--- src/rtl/hack_pc_sequencer.sv ---
// Hack CPU fetch/execute sequencer.
// Steps the program counter through reset, fetch, execute and update phases.
// Fetches instructions from ROM over a req/ack handshake and evaluates C-instruction jumps.
// Counts retired instructions and stops on the "jump to self" idiom.
module hack_pc_sequencer #(
   parameter int DATA_W      = 16,
   parameter int RET_W       = 32,
   parameter int HALT_DETECT = 1
) (
   input  logic              clk,
   input  logic              reset_n,
   input  logic              run,
   output logic              rom_req,
   input  logic              rom_ack,
   input  logic [DATA_W-1:0] rom_data,
   input  logic [DATA_W-1:0] pc_value,
   input  logic [DATA_W-1:0] jump_target,
   output logic [DATA_W-1:0] instr,
   output logic              exec_valid,
   input  logic              exec_done,
   input  logic              alu_zr,
   input  logic              alu_ng,
   output logic              pc_inc,
   output logic              pc_load,
   output logic              pc_reset,
   output logic              halted,
   output logic [RET_W-1:0]  retired
);

   typedef enum logic [2:0] {
      ST_IDLE   = 3'd0,
      ST_FETCH  = 3'd1,
      ST_EXEC   = 3'd2,
      ST_UPDATE = 3'd3,
      ST_PAUSED = 3'd4,
      ST_HALT   = 3'd5
   } state_t;

   state_t state_r;
   logic   halt_pend_r;
   logic   take_s;
   logic   halt_hit_s;

   // Jump decision: A-instructions never jump; C-instructions test the jjj bits against the ALU flags.
   function automatic logic jump_taken(input logic [DATA_W-1:0] ins, input logic zr, input logic ng);
      logic res;
      if (ins[DATA_W-1] == 1'b0) begin
         res = 1'b0;
      end else begin
         res = (ins[2] & ng) | (ins[1] & zr) | (ins[0] & ~zr & ~ng);
      end
      return res;
   endfunction

   // Jump and halt decisions, consumed only on the exec_done edge.
   always_comb begin
      take_s     = jump_taken(instr, alu_zr, alu_ng);
      halt_hit_s = 1'b0;
      if ((HALT_DETECT != 0) && take_s && (jump_target == pc_value)) begin
         halt_hit_s = 1'b1;
      end else begin
         halt_hit_s = 1'b0;
      end
   end

   // Sequencer state machine. All outputs are registered so that each PC control
   // is stable for a full clock period around the PC's falling-edge update.
   always_ff @(posedge clk or negedge reset_n) begin
      if (!reset_n) begin
         state_r     <= ST_IDLE;
         halt_pend_r <= 1'b0;
         rom_req     <= 1'b0;
         instr       <= {DATA_W{1'b0}};
         exec_valid  <= 1'b0;
         pc_inc      <= 1'b0;
         pc_load     <= 1'b0;
         pc_reset    <= 1'b0;
         halted      <= 1'b0;
         retired     <= {RET_W{1'b0}};
      end else begin
         // PC controls are single-cycle pulses unless re-armed below.
         pc_inc   <= 1'b0;
         pc_load  <= 1'b0;
         pc_reset <= 1'b0;
         case (state_r)
            ST_IDLE: begin
               if (pc_reset) begin
                  // The clear pulse has just been presented for one full cycle.
                  rom_req <= 1'b1;
                  state_r <= ST_FETCH;
               end else if (run) begin
                  pc_reset <= 1'b1;
               end else begin
                  state_r <= ST_IDLE;
               end
            end
            ST_FETCH: begin
               if (rom_ack) begin
                  instr      <= rom_data;
                  rom_req    <= 1'b0;
                  exec_valid <= 1'b1;
                  state_r    <= ST_EXEC;
               end else begin
                  state_r <= ST_FETCH;
               end
            end
            ST_EXEC: begin
               if (exec_done) begin
                  exec_valid <= 1'b0;
                  state_r    <= ST_UPDATE;
                  if (halt_hit_s) begin
                     halt_pend_r <= 1'b1;
                  end else if (take_s) begin
                     pc_load <= 1'b1;
                  end else begin
                     pc_inc <= 1'b1;
                  end
               end else begin
                  state_r <= ST_EXEC;
               end
            end
            ST_UPDATE: begin
               retired <= retired + RET_W'(1);
               if (halt_pend_r) begin
                  halt_pend_r <= 1'b0;
                  halted      <= 1'b1;
                  state_r     <= ST_HALT;
               end else if (run) begin
                  rom_req <= 1'b1;
                  state_r <= ST_FETCH;
               end else begin
                  state_r <= ST_PAUSED;
               end
            end
            ST_PAUSED: begin
               if (run) begin
                  rom_req <= 1'b1;
                  state_r <= ST_FETCH;
               end else begin
                  state_r <= ST_PAUSED;
               end
            end
            ST_HALT: begin
               halted  <= 1'b1;
               state_r <= ST_HALT;
            end
            default: begin
               state_r     <= ST_IDLE;
               halt_pend_r <= 1'b0;
               rom_req     <= 1'b0;
               exec_valid  <= 1'b0;
               halted      <= 1'b0;
            end
         endcase
      end
   end

endmodule
--- config.mk ---
export PLATFORM = sky130hd
export DESIGN_NAME = hack_pc_sequencer
export DESIGN_NICKNAME = d
export VERILOG_FILES = /design/src/rtl/hack_pc_sequencer.sv
export SDC_FILE = /design/constraint.sdc
export NUM_CORES = 1
export LEC_CHECK = 0
export CAP_MARGIN = 20
export CORE_MARGIN = 10
export CORE_UTILIZATION = 40
export DETAILED_ROUTE_END_ITERATION = 8
export PLACE_DENSITY = 0.74
export REMOVE_ABC_BUFFERS = 1
export SETUP_SLACK_MARGIN = 0.5
export SLEW_MARGIN = 20
export SYNTH_ARGS = -nofsm -noshare
export SYNTH_HDL_FRONTEND = slang
export SYNTH_SLANG_ARGS = --single-unit
--- constraint.sdc ---
create_clock -name clk -period 2.8 [get_ports clk]
set_clock_uncertainty 0.15 [all_clocks]
set_input_delay 0.84 -clock clk [delete_from_list [all_inputs] [get_ports clk]]
set_output_delay 0.84 -clock clk [all_outputs]
set_load 0.05 [all_outputs]
After elaboration in Yosys (flattened, before gate mapping). Cells that the tools add are included.

Multiplexer cells: 33. Add/sub/neg operators: 1. Reduce and logical (&&, ||, !) cells: 11. Bitwise gates (word level): 12. Equal/unequal tests: 13.

Operators with widths (number): $add 32x1->32 const B (1); $mux 1 (23); $pmux 3 s6 (1); $eq 16x16->1 (1); $mux 3 (4); $ne 2x2->1 const B (6); $reduce_or 4->1 (3); $eq 3x2->1 const B (2); $eq 3x3->1 const B (2); $not 1->1 (6); $pmux 1 s3 (2); $reduce_and 3->1 (2); $pmux 1 s5 (1); $and 1x1->1 (4); $reduce_and 2->1 (2); $reduce_and 4->1 (1); $eq 3x1->1 const B (1); $logic_not 3->1 (1); $ne 3x3->1 const B (1); $mux 2 (1); $or 1x1->1 (2); $pmux 1 s2 (1); $reduce_or 2->1 (1); $logic_and 1x1->1 (1).

Input bits: 55. Word-level logic and storage cells: 80. Output and inout bits: 54. Bits in registers: 58.

Logic depth before layout (Yosys ltp). Gate-level depths: netlist of run 1.

Depth after elaboration: 10. Gate-level depth with buffers: 6. Mapped depth without buffers: 5.

Worst setup path after synthesis of run 1. Ideal clock, no wire load.

Kind: reg-to-reg. From: register retired[0]. To: register retired[16]. Stages on the path, launching flop included: 7. Required time: 2508 ps. Period minus slack after synthesis: 1966 ps. Path buffers: 1. Setup time: 142 ps. Data arrival time: 1674 ps. Path slack: 834 ps. Path through: dfrtp_1 ha_1 nand4b_4 nor3_4 buf_4 nand4_1 xnor2_1.

Cells in the longest elaborated chain, start to end: 1.

Ends and longest elaborated chain: start: declaration (RTL line 27) `output logic [RET_W-1:0] retired`; start signal: assignment (RTL line 79) `retired <= {RET_W{1'b0}};`; start signal: assignment (RTL line 123) `retired <= retired + RET_W'(1);`; $add 32x1->32 (RTL line 123).

No other way between the ends. A chain may end at the register's enable or synchronous reset.

Worst setup path after layout of run 1.
From: register retired[30]. To: output port retired[30].

No word-level cell between the ends.

==> results.tsv, run 1 <==
stage	metric	value	unit
sta	Setup TNS Final	0	ps
synth	Synth cell types	43	
cts	CTS sink cnt	58	
sta	PnR worst setup slack	560	ps
synth	YS warnings	0	
die	Starting Density	41.7	%
power_and_ir_drop	PD cells	860	nW/µm²
critical_path	slowest cell delay on critical path	550	ps
die	Std-Cell Core Area	6910	µm²
synth	post-synthesis simple-gate area fraction	20.0	%
finish	filler cell count	607	
finish	most frequent cells in the layout	dfrtp_1, clkdlybuf4s50_1, xnor2_1	
cts	Bufs on Longest Clock Path	2	
critical_path	WP data arrival	1250	ps
critical_path	cell family with most CP delay	buffers and inverters	
critical_path	Worst Setup Path Type	reg2out	
die	DIE HEIGHT	105	µm
sta	fmax	0.447	GHz
finish	fin nets	416	
detailed_routing	Iteration-0 DRC Markers	82	
power_and_ir_drop	VDD IR-drop max	0.675	mV
sta	Slew Limit Fails	0	
detailed_routing	Max Used Layer	met4	
place	PortBufs	108	
detailed_routing	Final ANT Viol Nets	0	
die	Rows	30	
place	Post-Place Worst Slack	339	ps
detailed_routing	length of routed met3 wiring	607	µm
critical_path	Critical path buffers and inverters	1	
cts	Clock Pin Slew Worst Setup and Hold Paths	60	ps
detailed_routing	Residual DRC	0	
cts	clk root buf	clkbuf_8	
cts	CTS tree	yes	
place	area post-placement	4050	µm²
die	I/O Pins	109	
synth	Mapped Area	2880	µm²
detailed_routing	drt via density	4.95	
critical_path	reg2reg path depth	4	
finish	ant diodes	0	
global_route	largest net degree at the start of global routing	59	
critical_path	FF-to-FF End	retired[19]	
cts	worst skew pair latency	320	ps
sta	Final period util	80.0	%
outcome	status	completed	
synth	post-synthesis mux area share	7.17	%
global_route	global-route wire length before repair	11900	µm
critical_path	Worst setup EP type	output pin	
synth	Adder-Cell Fraction of Synth Area	0.435	%
worst_hold_path	Min-Delay Path Depth	1	
power_and_ir_drop	P_leak	1.84	nW
detailed_routing	Avg WL per Cell	15.9	µm
global_route	number of global-route vias before repair	2308	
synth	Seq/Total Area, Yosys	50.4	%
finish	Syn-to-layout area delta	45.1	%
critical_path	CP Launch Type	flop	
detailed_routing	DR vias	2280	
finish	Layout Utilization	60.5	%
synth	average size of a mapped cell	11.7	µm²
critical_path	CP max FO	3	
detailed_routing	1st-pass router iterations	4	
finish	commonest non-fill, non-tap cell in the layout	dfrtp_1	
cts	H-tree levels	3	
finish	final instance area	4180	µm²
critical_path	origin of the critical flop-to-flop path	state_r[1]	
synth	cells after synthesis	245	
die	DIE AREA	11000	µm²
synth	post-synthesis compound-gate area fraction	4.70	%
synth	largest family of logic cells by synthesized area	simple AND/OR/NAND/NOR gates	
finish	max reg flops	32	
job	Max-cap violations	0	
finish	fraction of layout cells with a size suffix above 1	19.5	%
place	gp weighted congestion	0.802	
sta	# setup viols final	0	
critical_path	slowest library cell on the worst path	dlygate4sd2_1	
worst_hold_path	hold crit path type	reg2reg	
sta	Tightest Pin Transition	731	ps
worst_hold_path	Hold Path Sink	retired[31]	
synth	post-synthesis xor/xnor area fraction	14.3	%
sta	Rel. slew slack	51.3	%
finish	Top Registers	retired (32), instr (16), state_r (3)	
sta	RSZ-0062 raised after global routing	false	
detailed_routing	WL met1	2950	µm
finish	register with the most flip-flops	retired	
global_route	antenna violations before repair	0	
cts	TritonCTS buffer count	9	
sta	final hold viol count	0	
die	Die W	105	µm
synth	register bit total from synthesis	58	
critical_path	Required @ worst endpoint	1810	ps
critical_path	register-to-register setup slack	720	ps
place	DP HPWL	5670	µm
detailed_routing	met2 WL	3760	µm
sta	minimum clock period	2240	ps
detailed_routing	Post-Route WL	7350	µm
global_route	grt ovf	0	
cts	post-CTS setup buffers	0	
critical_path	cell chain of the critical path	dlygate4sd2_1	
global_route	total track usage	13.2	%
worst_hold_path	hold path startpoint	retired[31]	
cell type report:
class	instances	area, µm²	area share (%)
Inverter	7	26.3	0.629
Multi-Input combinational cell	173	1340	32.1
Clock inverter	1	30.0	0.719
Timing Repair Buffer	111	1020	24.4
Clock buffer	15	186	4.46
Sequential cell	58	1450	34.8
Tap cell	96	120	2.88
worst max path at each step:
| stage | to | cells past startpoint | slack [ps] | start |
|---|---|---|---|---|
| 3_5_place_dp | instr[9] | 5 | 340 | rom_ack |
| 5_1_grt | rom_req | 1 | 500 | rom_req |
| 4_1_cts | retired[7] | 1 | 410 | retired[7] |
| 6_report | retired[30] | 1 | 560 | retired[30] |
| 2_1_floorplan | instr[0] | 3 | 680 | rom_ack |
| 3_3_place_gp | instr[13] | 5 | 350 | rom_ack |
cell families after synthesis:
logic type,count (synthesis)
AND/OR/NAND/NOR,87
flip-flops,58
XOR/XNOR,47
AO/OA/AOI/OAI,22
multiplexers,16
buffers and inverters,14
adder cells (fa/ha/maj),1
layer usage:
metal | track usage (%) | vias up
met5 | 0 | -
met4 | 3.14 | 0
met3 | 7.62 | 2
met2 | 21.7 | 62
met1 | 14.3 | 1110
li1 | - | 1106
cells in the mapped netlist (all sizes together):
library cell / number / area, µm²
a211oi: 1 / 7.51
a21o: 1 / 7.51
a21oi: 5 / 25.0
a22o: 1 / 8.76
a311oi: 1 / 8.76
a31oi: 2 / 12.5
a32o: 1 / 10.0
and2: 2 / 12.5
and3: 5 / 31.3
and4: 1 / 8.76
buf: 6 / 53.8
clkbuf: 1 / 3.75
dfrtp: 58 / 1450
ha: 1 / 12.5
inv: 7 / 26.3
mux2: 16 / 206
nand2: 15 / 63.8
nand2b: 2 / 12.5
nand3: 15 / 87.6
nand3b: 2 / 27.5
nand4: 19 / 125
nand4b: 1 / 23.8
nor2: 11 / 41.3
nor2b: 1 / 6.26
nor3: 5 / 47.5
nor3b: 2 / 15.0
nor4: 6 / 73.8
o21ai: 8 / 40.0
o221ai: 1 / 8.76
o22ai: 1 / 6.26
xnor2: 43 / 377
xor2: 4 / 35.0
timing repair:
item / 4_1_cts / 5_1_grt
setup endpoints to repair: 54 / 23
resized for setup: 88 / 27
hold buffers: 0 / 0
metrics by stage:
step,total power [mW],instances,hold slack [ps]
3_3_place_gp,2.92,445,314
2_1_floorplan,2.32,238,366
4_1_cts,3.65,461,332
6_report,3.59,461,323
5_1_grt,3.79,461,368
3_5_place_dp,2.93,445,329
power breakdown:
| group | internal, mW | switching, mW | total, mW |
|---|---|---|---|
| Combinational | 0.549 | 0.978 | 1.53 |
| Clock | 0.509 | 0.304 | 0.813 |
| Sequential | 1.04 | 0.216 | 1.25 |
Power figures use the tool's default switching activity.
==> run 2: changes to the inputs <==
==> constraint.sdc (replaced) <==
create_clock -name clk -period 2.3 [get_ports clk]
set_clock_uncertainty 0.15 [all_clocks]
set_input_delay 0.69 -clock clk [delete_from_list [all_inputs] [get_ports clk]]
set_output_delay 0.69 -clock clk [all_outputs]
set_load 0.05 [all_outputs]
==> run 2 against run 1 <==
Compared with the run above: core utilization grew 7.9 points; sequential power grew 20%; largest power group unchanged; die area is the same.
==> results.tsv, run 2 (synthesized netlist as in run 1, its figures left out) <==
stage	metric	value	unit
cts	Bufs on Longest Clock Path	2	
sta	Rel. slew slack	71.1	%
cts	TritonCTS buffer count	9	
detailed_routing	Residual DRC	0	
global_route	global-route wire length before repair	13400	µm
global_route	number of global-route vias before repair	2630	
die	Starting Density	41.7	%
global_route	antenna violations before repair	0	
finish	fraction of layout cells with a size suffix above 1	40.1	%
sta	minimum clock period	1840	ps
critical_path	reg2reg path depth	5	
global_route	largest net degree at the start of global routing	59	
power_and_ir_drop	VDD IR-drop max	0.850	mV
finish	max reg flops	32	
place	gp weighted congestion	0.839	
detailed_routing	1st-pass router iterations	5	
cts	Clock Pin Slew Worst Setup and Hold Paths	70	ps
finish	Layout Cells excl Fill	510	
outcome	status	completed	
sta	Final period util	79.8	%
finish	register with the most flip-flops	retired	
place	placed cells	448	
die	Std-Cell Core Area	6910	µm²
cts	CTS tree	yes	
critical_path	Required @ worst endpoint	2400	ps
critical_path	CP max FO	2	
worst_hold_path	hold crit path type	in2async	
finish	Syn-to-layout area delta	64.1	%
die	Rows	30	
critical_path	CP Launch Type	input port	
place	DP HPWL	5830	µm
sta	# setup viols final	0	
global_route	total track usage	14.7	%
detailed_routing	Post-Route WL	8440	µm
die	DIE HEIGHT	105	µm
cts	CTS sink cnt	58	
place	PortBufs	108	
power_and_ir_drop	P_leak	2.35	nW
detailed_routing	DR vias	2488	
finish	most frequent cells in the layout	buf_4, dfrtp_1, xnor2_1	
power_and_ir_drop	PD cells	960	nW/µm²
detailed_routing	drt via density	4.88	
critical_path	WP data arrival	1940	ps
power_and_ir_drop	total chip power	4.53	mW
critical_path	Worst setup EP type	flop	
cts	CTS Hold Bufs	0	
cts	clk root buf	clkbuf_8	
global_route	grt ovf	0	
finish	ant diodes	0	
die	DIE AREA	11000	µm²
die	I/O Pins	109	
finish	commonest non-fill, non-tap cell in the layout	buf_4	
job	Max-cap violations	0	
cts	H-tree levels	3	
place	Post-Place Worst Slack	-33.2	ps
sta	PnR worst setup slack	464	ps
sta	final hold viol count	0	
finish	Top Registers	retired (32), instr (16), state_r (3)	
die	Die W	105	µm
sta	Tightest Pin Transition	429	ps
detailed_routing	Final ANT Viol Nets	0	
sta	fmax	0.545	GHz
detailed_routing	Avg WL per Cell	16.5	µm
sta	RSZ-0062 raised after global routing	true	
detailed_routing	Iteration-0 DRC Markers	95	
finish	fin nets	465	
sta	Slew Limit Fails	0	
cts	worst skew pair latency	320	ps
critical_path	Worst Setup Path Type	in2reg	
run 2: cell count changes in the layout (fill, tap and decap cells not counted), moves of 3 or more:
cell,previous run,this run
buf_4,2,68
buf_6,0,31
buf_8,0,3
clkbuf_2,16,0
clkbuf_8,13,10
clkdlybuf4s15_1,7,0
clkdlybuf4s15_2,11,0
clkdlybuf4s50_1,53,25
clkinv_2,0,5
dfrtp_1,58,43
dfrtp_2,0,15
dlygate4sd2_1,20,5
dlymetal6s2s_1,0,23
run 2: timing repair:
item / CTS / global route
endpoints found under the setup margin: 67 / 44
cloned: 1 / 0
pin swaps: 9 / 18
setup buffers: 23 / 22
resized for setup: 48 / 35
run 2: routing by layer:
layer / share of wire [%] / wire length, µm / GRT usage (%)
met3: 6.6 / 556 / 6.20
met1: 40 / 3350 / 16.6
met4: 0.98 / 83 / 3.73
met2: 53 / 4450 / 25.2
met5: 0 / 0 / 0
run 2: worst max-delay path, cell delays in order:
cell and delay [ps]:
clkdlybuf4s50_1 480, xnor2_1 120, nand4_1 130, nor4_2 310, a32o_1 220
run 2: area by class of cell:
type	count	area [µm²]
multi-input combinational	173	1360
tap	96	120
timing repair buffer	160	1580
clock buffer	10	138
inverter	7	26.3
sequential	58	1470
fill	537	2180
clock inverter	6	32.5
run 2: report_power, final:
part	leakage, nW	total (mW)	internal (mW)	switching, mW
combinational	1.52	2.21	0.919	1.29
sequential	0.733	1.50	1.27	0.234
clock	0.0916	0.816	0.410	0.406
run 2: path summary, 6_finish.rpt:
check	from	endpoint	slack, ps
setup / recovery	pc_value[6]	halt_pend_r	460
hold / removal	reset_n	retired[23]	200
max in group asynchronous	reset_n	retired[8]	1520
setup reg to reg	retired[0]	retired[25]	580
min in group clk	retired[31]	retired[31]	360
hold reg to reg	retired[31]	retired[31]	360
run 2: stage by stage:
step,area [µm²],setup TNS (ps),hold WS (ps),utilization (%)
final,4720,0,201,68.4
after global routing,4720,0,209,68.4
after CTS,4460,0,203,64.5
after detailed placement,3950,-33.2,341,57.2
after global placement,3950,0,317,57.2
after floorplan,2820,0,244,-
==> run 3: changes to the inputs <==
--- a/config.mk
+++ b/config.mk
@@ -9,7 +9,7 @@
 export CORE_MARGIN = 10
 export CORE_UTILIZATION = 40
 export DETAILED_ROUTE_END_ITERATION = 8
-export PLACE_DENSITY = 0.74
+export PLACE_DENSITY = 0.77
 export REMOVE_ABC_BUFFERS = 1
 export SETUP_SLACK_MARGIN = 0.5
 export SLEW_MARGIN = 20
==> constraint.sdc (replaced) <==
create_clock -name clk -period 1.5 [get_ports clk]
set_clock_uncertainty 0.15 [all_clocks]
set_input_delay 0.45 -clock clk [delete_from_list [all_inputs] [get_ports clk]]
set_output_delay 0.45 -clock clk [all_outputs]
set_load 0.05 [all_outputs]
==> run 3 against run 2 <==
Compared with the run above: the flow now stops in global routing (5_1_grt); synthesized cell count is the same; synthesized area unchanged.
==> results.tsv, run 3 <==
stage	metric	value	unit
global_route	grt ovf	233	
synth	number of flops mapped to enable cells by yosys	0	
outcome	status	did not finish	
cts	clk root buf	clkbuf_8	
synth	top post-synthesis cells by area	dfrtp_1, xnor2_1, nand4_1, mux2_4, mux2_2	
synth	cells after synthesis	245	
die	DIE HEIGHT	105	µm
synth	most numerous cell in the Yosys netlist	dfrtp_1	
synth	YS warnings	0	
cts	TritonCTS buffer count	9	
synth	average size of a mapped cell	11.7	µm²
sta	WEP type	register input	
synth	Seq/Total Area, Yosys	50.4	%
cts	Bufs on Longest Clock Path	2	
synth	Commonest cells post-synth	dfrtp_1, xnor2_1, nand4_1	
global_route	total track usage	72.4	%
place	gp weighted congestion	0.900	
synth	Mapped Area	2880	µm²
place	PortBufs	108	
synth	register bit total from synthesis	58	
die	Rows	30	
synth	dominant cell type by area after synthesis	dfrtp_1	
synth	FFs w/ async S/R, synth	100	%
global_route	antenna violations before repair	6	
synth	Synth Flop Type	dfrtp_1	
global_route	largest net degree at the start of global routing	24	
cts	CTS sink cnt	58	
die	Starting Density	41.7	%
synth	post-synth top area share	50.4	%
synth	Synth cell types	43	
die	Die W	105	µm
outcome	Run Error	[ERROR GRT-0232] Routing congestion too high. Check the congestion heatmap in the GUI.	
place	DP HPWL	7370	µm
die	I/O Pins	109	
sta	Worst EP post-GRT repair	retired[25]$_DFFE_PN0N_/D	
outcome	Halt Stage	global routing (5_1_grt)	
cts	H-tree levels	3	
## run 3: cell counts after synthesis
No cell type changed its count.
## run 3: repair_timing
action                                 in CTS
pin swaps                                  42
endpoints found under the hold margin      13
resized for setup                         134
setup endpoints to repair                 112
setup buffers                              62
cloned                                      3
## run 3: routing by layer
metal  GRT overflow  GRT usage (%)
met4             96           78.6
met3              1           57.2
met2            132           88.3
met1              4           70.8
met5              0           15.6
## run 3: logic make-up after synthesis
| kind of cell | count (synthesis) | share of synthesized area, % |
|---|---|---|
| simple gates | 87 | 20.0 |
| flops | 58 | 50.4 |
| xor+xnor | 47 | 14.3 |
| compound gates | 22 | 4.70 |
| mux | 16 | 7.17 |
| buf+inv | 14 | 2.91 |
| fa+ha+maj | 1 | 0.435 |
## run 3: per-stage QoR
step	cells	setup WS (ps)	area [µm²]	hold slack [ps]	TNS, ps
floorplan	238	-539	2820	4.41	-17460
global placement	501	-510	5040	247	-11140
detailed placement	501	-575	5040	247	-13930
CTS	582	-157	6090	-114	-7650
==> run 4: changes to the inputs <==
--- a/config.mk
+++ b/config.mk
@@ -7,11 +7,10 @@
 export LEC_CHECK = 0
 export CAP_MARGIN = 20
 export CORE_MARGIN = 10
-export CORE_UTILIZATION = 40
+export CORE_UTILIZATION = 25
 export DETAILED_ROUTE_END_ITERATION = 8
-export PLACE_DENSITY = 0.77
+export PLACE_DENSITY_LB_ADDON = 0.15
 export REMOVE_ABC_BUFFERS = 1
-export SETUP_SLACK_MARGIN = 0.5
 export SLEW_MARGIN = 20
 export SYNTH_ARGS = -nofsm -noshare
 export SYNTH_HDL_FRONTEND = slang
==> constraint.sdc (replaced) <==
create_clock -name clk -period 1.95 [get_ports clk]
set_clock_uncertainty 0.15 [all_clocks]
set_input_delay 0.585 -clock clk [delete_from_list [all_inputs] [get_ports clk]]
set_output_delay 0.585 -clock clk [all_outputs]
set_load 0.05 [all_outputs]
==> run 4 against run 3 <==
Compared with the run above: the flow now finishes without violations.
==> results.tsv, run 4 (synthesized netlist as in run 1, its figures left out) <==
stage	metric	value	unit
outcome	status	completed	
sta	Tightest Pin Transition	425	ps
critical_path	FF-to-FF End	pc_load	
sta	# setup viols final	0	
sta	Final period util	95.0	%
finish	commonest non-fill, non-tap cell in the layout	dfrtp_1	
finish	max reg flops	32	
power_and_ir_drop	sw power	2.41	mW
detailed_routing	Iteration-0 DRC Markers	203	
cts	TritonCTS buffer count	9	
power_and_ir_drop	clock power share	23.3	%
die	Std-Cell Core Area	11300	µm²
die	DIE AREA	16200	µm²
detailed_routing	Post-Route WL	7490	µm
global_route	number of global-route vias before repair	2538	
critical_path	CP Launch Type	input port	
global_route	grt ovf	0	
finish	fin nets	431	
cts	CTS tree	yes	
finish	Syn-to-layout area delta	75.9	%
cts	Clock Pin Slew Worst Setup and Hold Paths	50	ps
finish	ant diodes	0	
place	gp weighted congestion	0.819	
place	PortBufs	108	
cts	clk root buf	clkbuf_16	
sta	RSZ-0062 raised after global routing	false	
die	Starting Density	25.4	%
place	placed cells	507	
critical_path	origin of the critical flop-to-flop path	state_r[0]	
sta	fmax	0.540	GHz
finish	filler cell count	1065	
job	Max-cap violations	0	
critical_path	register-to-register setup slack	210	ps
power_and_ir_drop	VDD IR-drop max	0.790	mV
critical_path	CP max FO	16	
cts	worst skew pair latency	320	ps
detailed_routing	DR vias	2296	
detailed_routing	Residual DRC	0	
finish	register with the most flip-flops	retired	
global_route	total track usage	9.46	%
critical_path	Worst Setup Path Type	in2reg	
die	DIE HEIGHT	127	µm
power_and_ir_drop	PD cells	1270	nW/µm²
cts	H-tree levels	3	
sta	PnR worst setup slack	97.5	ps
sta	final hold viol count	0	
worst_hold_path	hold crit path type	in2async	
power_and_ir_drop	P_leak	2.16	nW
critical_path	CP startpoint	rom_ack	
sta	Rel. slew slack	71.5	%
power_and_ir_drop	Switching Fraction	37.3	%
cts	CTS sink cnt	58	
global_route	antenna violations before repair	0	
detailed_routing	drt via density	4.39	
die	Die W	127	µm
place	DP HPWL	5910	µm
finish	Layout Cells excl Fill	523	
die	Rows	39	
critical_path	reg2reg path depth	5	
power_and_ir_drop	part of the power in registers	28.6	%
critical_path	Worst setup EP type	flop	
cts	Bufs on Longest Clock Path	2	
die	I/O Pins	109	
critical_path	WP data arrival	1900	ps
global_route	global-route wire length before repair	12700	µm
sta	Slew Limit Fails	0	
place	Post-Place Worst Slack	-271	ps
detailed_routing	Avg WL per Cell	14.3	µm
finish	Top Registers	retired (32), instr (16), state_r (3)	
detailed_routing	1st-pass router iterations	4	
finish	fraction of layout cells with a size suffix above 1	30.0	%
cts	post-CTS setup buffers	0	
detailed_routing	Final ANT Viol Nets	0	
sta	minimum clock period	1850	ps
finish	most frequent cells in the layout	dfrtp_1, buf_12, clkdlybuf4s50_1	
power_and_ir_drop	Int Pwr	4.05	mW
cts	post-cts sizing count	0	
critical_path	Required @ worst endpoint	2000	ps
power_and_ir_drop	combinational fraction of design power	48.1	%
cts	CTS Hold Bufs	0	
finish	Layout Utilization	44.7	%
global_route	largest net degree at the start of global routing	59	
run 4: area by class of cell:
type | count | area, µm² | share of cell area (%)
Timing Repair Buffer | 126 | 1780 | 35.1
Inverter | 7 | 26.3 | 0.519
Tap cell | 143 | 179 | 3.53
Multi-Input combinational cell | 173 | 1340 | 26.5
Clock buffer | 10 | 229 | 4.52
Sequential cell | 58 | 1450 | 28.7
Clock inverter | 6 | 57.6 | 1.14
run 4: layer usage:
metal / global-route usage, % / vias to the layer above / share of wire, %
met3: 5.25 / 4 / 10
met2: 15.3 / 71 / 48
li1: - / 1135 / -
met5: 0 / - / 0
met1: 10.2 / 1086 / 41
met4: 3.42 / 0 / 1.1
run 4: power groups by stage:
stage / clock network [mW] / logic [mW] / registers [mW]
finish: 1.50 / 3.10 / 1.85
global route: 1.61 / 3.27 / 1.89
CTS: 1.55 / 3.15 / 1.85
detailed placement: 0 / 3.15 / 1.86
global placement: 0 / 3.13 / 1.87
floorplan: 0 / 0.670 / 2.66
run 4: worst max-delay path: stages:
cell	delay [ps]
clkdlybuf4s50_1	550
nand2_4	70
nor3_4	160
buf_12	180
mux2_2	340
run 4: worst max path at each step:
stage	to	slack, ps	cells past startpoint
floorplan	retired[19]	-90	4
global placement	instr[9]	-240	5
detailed placement	instr[10]	-270	5
CTS	instr[0]	80	5
global route	retired[31]	20	4
finish	instr[0]	100	5
run 4: per-stage QoR:
stage	hold slack [ps]	TNS (ps)	total power, mW	cell area (µm²)
2_1_floorplan	139	-1080	3.34	2820
3_3_place_gp	367	-3940	4.99	4780
3_5_place_dp	374	-4280	5.01	4780
4_1_cts	125	0	6.55	5060
5_1_grt	145	0	6.77	5060
6_report	119	0	6.45	5060
==> edit 1: new RTL, config.mk and constraints of run 4 <==
Change the parameter `DATA_W` from 16 to 24.
--- a/src/rtl/hack_pc_sequencer.sv
+++ b/src/rtl/hack_pc_sequencer.sv
@@ -3,7 +3,7 @@
 // Fetches instructions from ROM over a req/ack handshake and evaluates C-instruction jumps.
 // Counts retired instructions and stops on the "jump to self" idiom.
 module hack_pc_sequencer #(
-   parameter int DATA_W      = 16,
+   parameter int DATA_W      = 24,
    parameter int RET_W       = 32,
    parameter int HALT_DETECT = 1
 ) (
Ports: changed (resized instr, jump_target, pc_value and rom_data); port bits go from 109 to 141. No check against the original RTL was run, so the function may have changed too.
==> edit 1 against run 4 <==
Largest power group unchanged; combinational power grew 21%; final cell count grew 18%; sequential power grew 15%; via count grew 18%; setup slack lost 0.015 ns; clock power shrank 5%; synthesized area grew 9.2%; largest cell class unchanged; routed wire length grew 22%; cell area grew 16%; total power grew 13%; sequential cell count grew 8; sequential share of layout area shrank 0.52 points.
==> edit 1: results <==
[routing]
first_iter_violations = 148
vias = 2720
drtPass1Iterations = 4
wl_per_cell_um = 14.8

[grt]
grt_max_degree = 67
antenna_found_initial = 0
grt_pass1_vias = 2956
grt_pass1_wl_um = 15300
track_usage_pct = 10.8

[logic_synthesis]
yosysWarnings = 0
ys_seq_area_share_pct = 52.6
synthTopCellsByArea = dfrtp_1 (53%), xnor2_1 (13%), mux2_2 (9.0%), nand4_1 (3.2%), xor2_1 (2.8%)
async_flop_share_pct = 100
ys_types = 39
synth_common_cells = dfrtp_1 (66), xnor2_1 (45), mux2_2 (25)

[power_and_ir_drop]
power.leakage_nw = 2.47
vdd_drop_max_mv = 1.01

[critical_path]
worstPathMaxFanout = 25
cp_data_arrival_time_ns = 1.92

[clock_network]
cts.clk_slew.worst_paths_ns = 0.05
h-tree-depth = 3
cts_root_buffer = clkbuf_16
cts_buffers = 9
clock_latency_ns = 0.32
cts_buffer_depth = 2

[final_layout]
layout-drive-gt1-share_pct = 30.4
largestRegisters = retired: 32 flops, instr: 24 flops, state_r: 3 flops
nFillCells = 1136
fin_nets = 528
diodes = 0

[run_status]
run_status = finished, final reports clean

[place]
dp_hpwl_um = 7410
gp_congestion = 0.766
io_buffers = 140

[min_path]
hold_path.class = in -> async

[sta]
relSlewSlack_pct = 73.5
-- edit 1: critical path, stage by stage --
cell	delay, ns
clkdlybuf4s50_1	0.49
nand2_1	0.10
nor3_4	0.17
buf_12	0.21
mux2_2	0.35
-- edit 1: power breakdown --
| part | switching (mW) | internal (mW) |
|---|---|---|
| clock | 0.541 | 0.882 |
| sequential | 0.401 | 1.73 |
| combinational | 1.84 | 1.91 |
-- edit 1: kinds of logic (layout without fill, tap and decap cells) --
logic type               Yosys count  in the layout  synth area share, %
AO/OA/AOI/OAI                     21             21                 4.38
XOR/XNOR                          55             55                 15.3
adder cells (fa/ha/maj)            1              1                0.398
buffers and inverters             15            193                 1.91
flip-flops                        66             66                 52.6
multiplexers                      25             25                 8.96
AND/OR/NAND/NOR                   90             90                 16.4
-- edit 1: routing by layer --
layer	up-vias	track usage (%)	share of wire [%]
met5	-	0	0
met4	0	2.97	1.1
met3	9	7.01	12
met2	89	17.2	48
met1	1303	11.4	38
li1	1319	-	-
-- edit 1: timing repair --
action / CTS / global route
setup buffers: 0 / 2
gates resized for setup: 0 / 1
endpoints found under the hold margin: 0 / 0
setup endpoints to repair: 0 / 5
hold buffers: 0 / 0
-- edit 1: area by class of cell --
| class | instances | area share [%] |
|---|---|---|
| Multi-Input combinational cell | 192 | 24.6 |
| Sequential cell | 66 | 28.2 |
| Inverter | 7 | 0.448 |
| Timing Repair Buffer | 172 | 38.9 |
| Clock buffer | 14 | 4.33 |
| Tap cell | 168 | 3.58 |
-- edit 1: worst paths after layout --
path / cells past startpoint / start / end / slack [ns]
worst max-delay path: 5 / rom_ack / instr[18] / 0.08
max in group asynchronous: 2 / reset_n / instr[14] / 1.21
worst max register to register: 4 / retired[4] / retired[31] / 0.21
worst min register to register: 1 / retired[31] / retired[31] / 0.38
worst min-delay path: 2 / reset_n / retired[25] / 0.11
min in group clk: 1 / retired[31] / retired[31] / 0.38
-- edit 1: metrics by stage --
step                std cells  area (um^2)  util, %  setup slack (ns)
floorplan                 265         3110        -            -0.392
global placement          603         5590     46.0            -0.291
detailed placement        603         5590     46.0            -0.306
CTS                       617         5850     48.1            0.0233
global route              619         5870     48.2           0.00763
finish                    619         5870     48.2            0.0823
==> edit 2: new RTL, flow settings as in run 4 <==
Without the edit above. Re-encode `state_t` (6 states) as one-hot, 6 bits wide.
--- a/src/rtl/hack_pc_sequencer.sv
+++ b/src/rtl/hack_pc_sequencer.sv
@@ -27,13 +27,13 @@
    output logic [RET_W-1:0]  retired
 );
 
-   typedef enum logic [2:0] {
-      ST_IDLE   = 3'd0,
-      ST_FETCH  = 3'd1,
-      ST_EXEC   = 3'd2,
-      ST_UPDATE = 3'd3,
-      ST_PAUSED = 3'd4,
-      ST_HALT   = 3'd5
+   typedef enum logic [5:0] {
+      ST_IDLE   = 6'b000001,
+      ST_FETCH  = 6'b000010,
+      ST_EXEC   = 6'b000100,
+      ST_UPDATE = 6'b001000,
+      ST_PAUSED = 6'b010000,
+      ST_HALT   = 6'b100000
    } state_t;
 
    state_t state_r;
Function: same outputs for any inputs over 10 cycles, from zero or initial values and one cycle with reset_n low; not proved beyond that.
==> edit 2 against run 4 <==
Total power shrank 5.8%; synthesized area rose by 5.8%; routed wire length up 19%; non-clock buffer count grew 31; die area grew 4.9%; clock power is 10% higher; sequential cell count grew 3; cell area increased by 10%; setup slack worse by 0.094 ns; critical endpoint is now retired[22].
==> edit 2: results <==
[logic_synthesis]
ys_seq_area_share_pct = 50.2
synth.area.mux_share_pct = 6.29
synth_xor_xnor_area_share_pct = 14.4
synth_area_per_cell_um2 = 11.2
ys_types = 50

[place]
dp_hpwl_um = 6880
place_area_um2 = 5170
post-place-cells = 565
gp_congestion = 0.816
post-place-ws_ns = -0.178

[routing]
drt_wl_total_um = 8900
drt-met1-wl_um = 3520
wl_met3_um = 559
vias = 2619

[grt]
gr-usage-met3_pct = 3.69
grt_pass1_vias = 2720
grt_max_degree = 62
grtUsageMet2_pct = 18.0

[final_layout]
nFillCells = 1083
layout-drive-gt1-share_pct = 38.5
fin_nets = 487
largestRegisters = retired: 32 flops, instr: 16 flops, state_r: 6 flops

[sta]
fmax_mhz = 514

[critical_path]
r2r_cells = 6
cp_data_arrival_time_ns = 2.04
worstSetupEndpoint = retired[22]

[run_status]
run_status = finished, final reports clean

[clock_network]
post_cts_buffers = 2
-- edit 2: cell types whose count changed after synthesis, sizes merged, moves of 3 or more --
cell    change
clkbuf      +4
nand2       +3
nand3       +5
nand4      -11
nor2        +4
nor3       +12
nor4        -4
xnor2       -7
xor2       +10
-- edit 2: worst max-delay path, cell delays in order, from the launching register on --
cell and delay [ns]:
dfrtp_1 0.41, nor4b_4 0.27, buf_4 0.18, nand3_4 0.07, or4_4 0.46, nor3_2 0.18
xor2_1 0.15
-- edit 2: final cells by class --
class / count / area [um^2] / area share [%]
sequential: 61 / 1530 / 27.4
multi-input combinational: 194 / 1500 / 26.9
tap: 147 / 184 / 3.30
timing repair buffer: 157 / 2020 / 36.2
clock inverter: 4 / 45.0 / 0.809
inverter: 8 / 30.0 / 0.539
clock buffer: 12 / 267 / 4.79
-- edit 2: where the power goes --
group	internal, mW	total, mW	switching, mW
combinational	1.36	2.64	1.28
sequential	1.51	1.78	0.265
clock	1.09	1.65	0.566
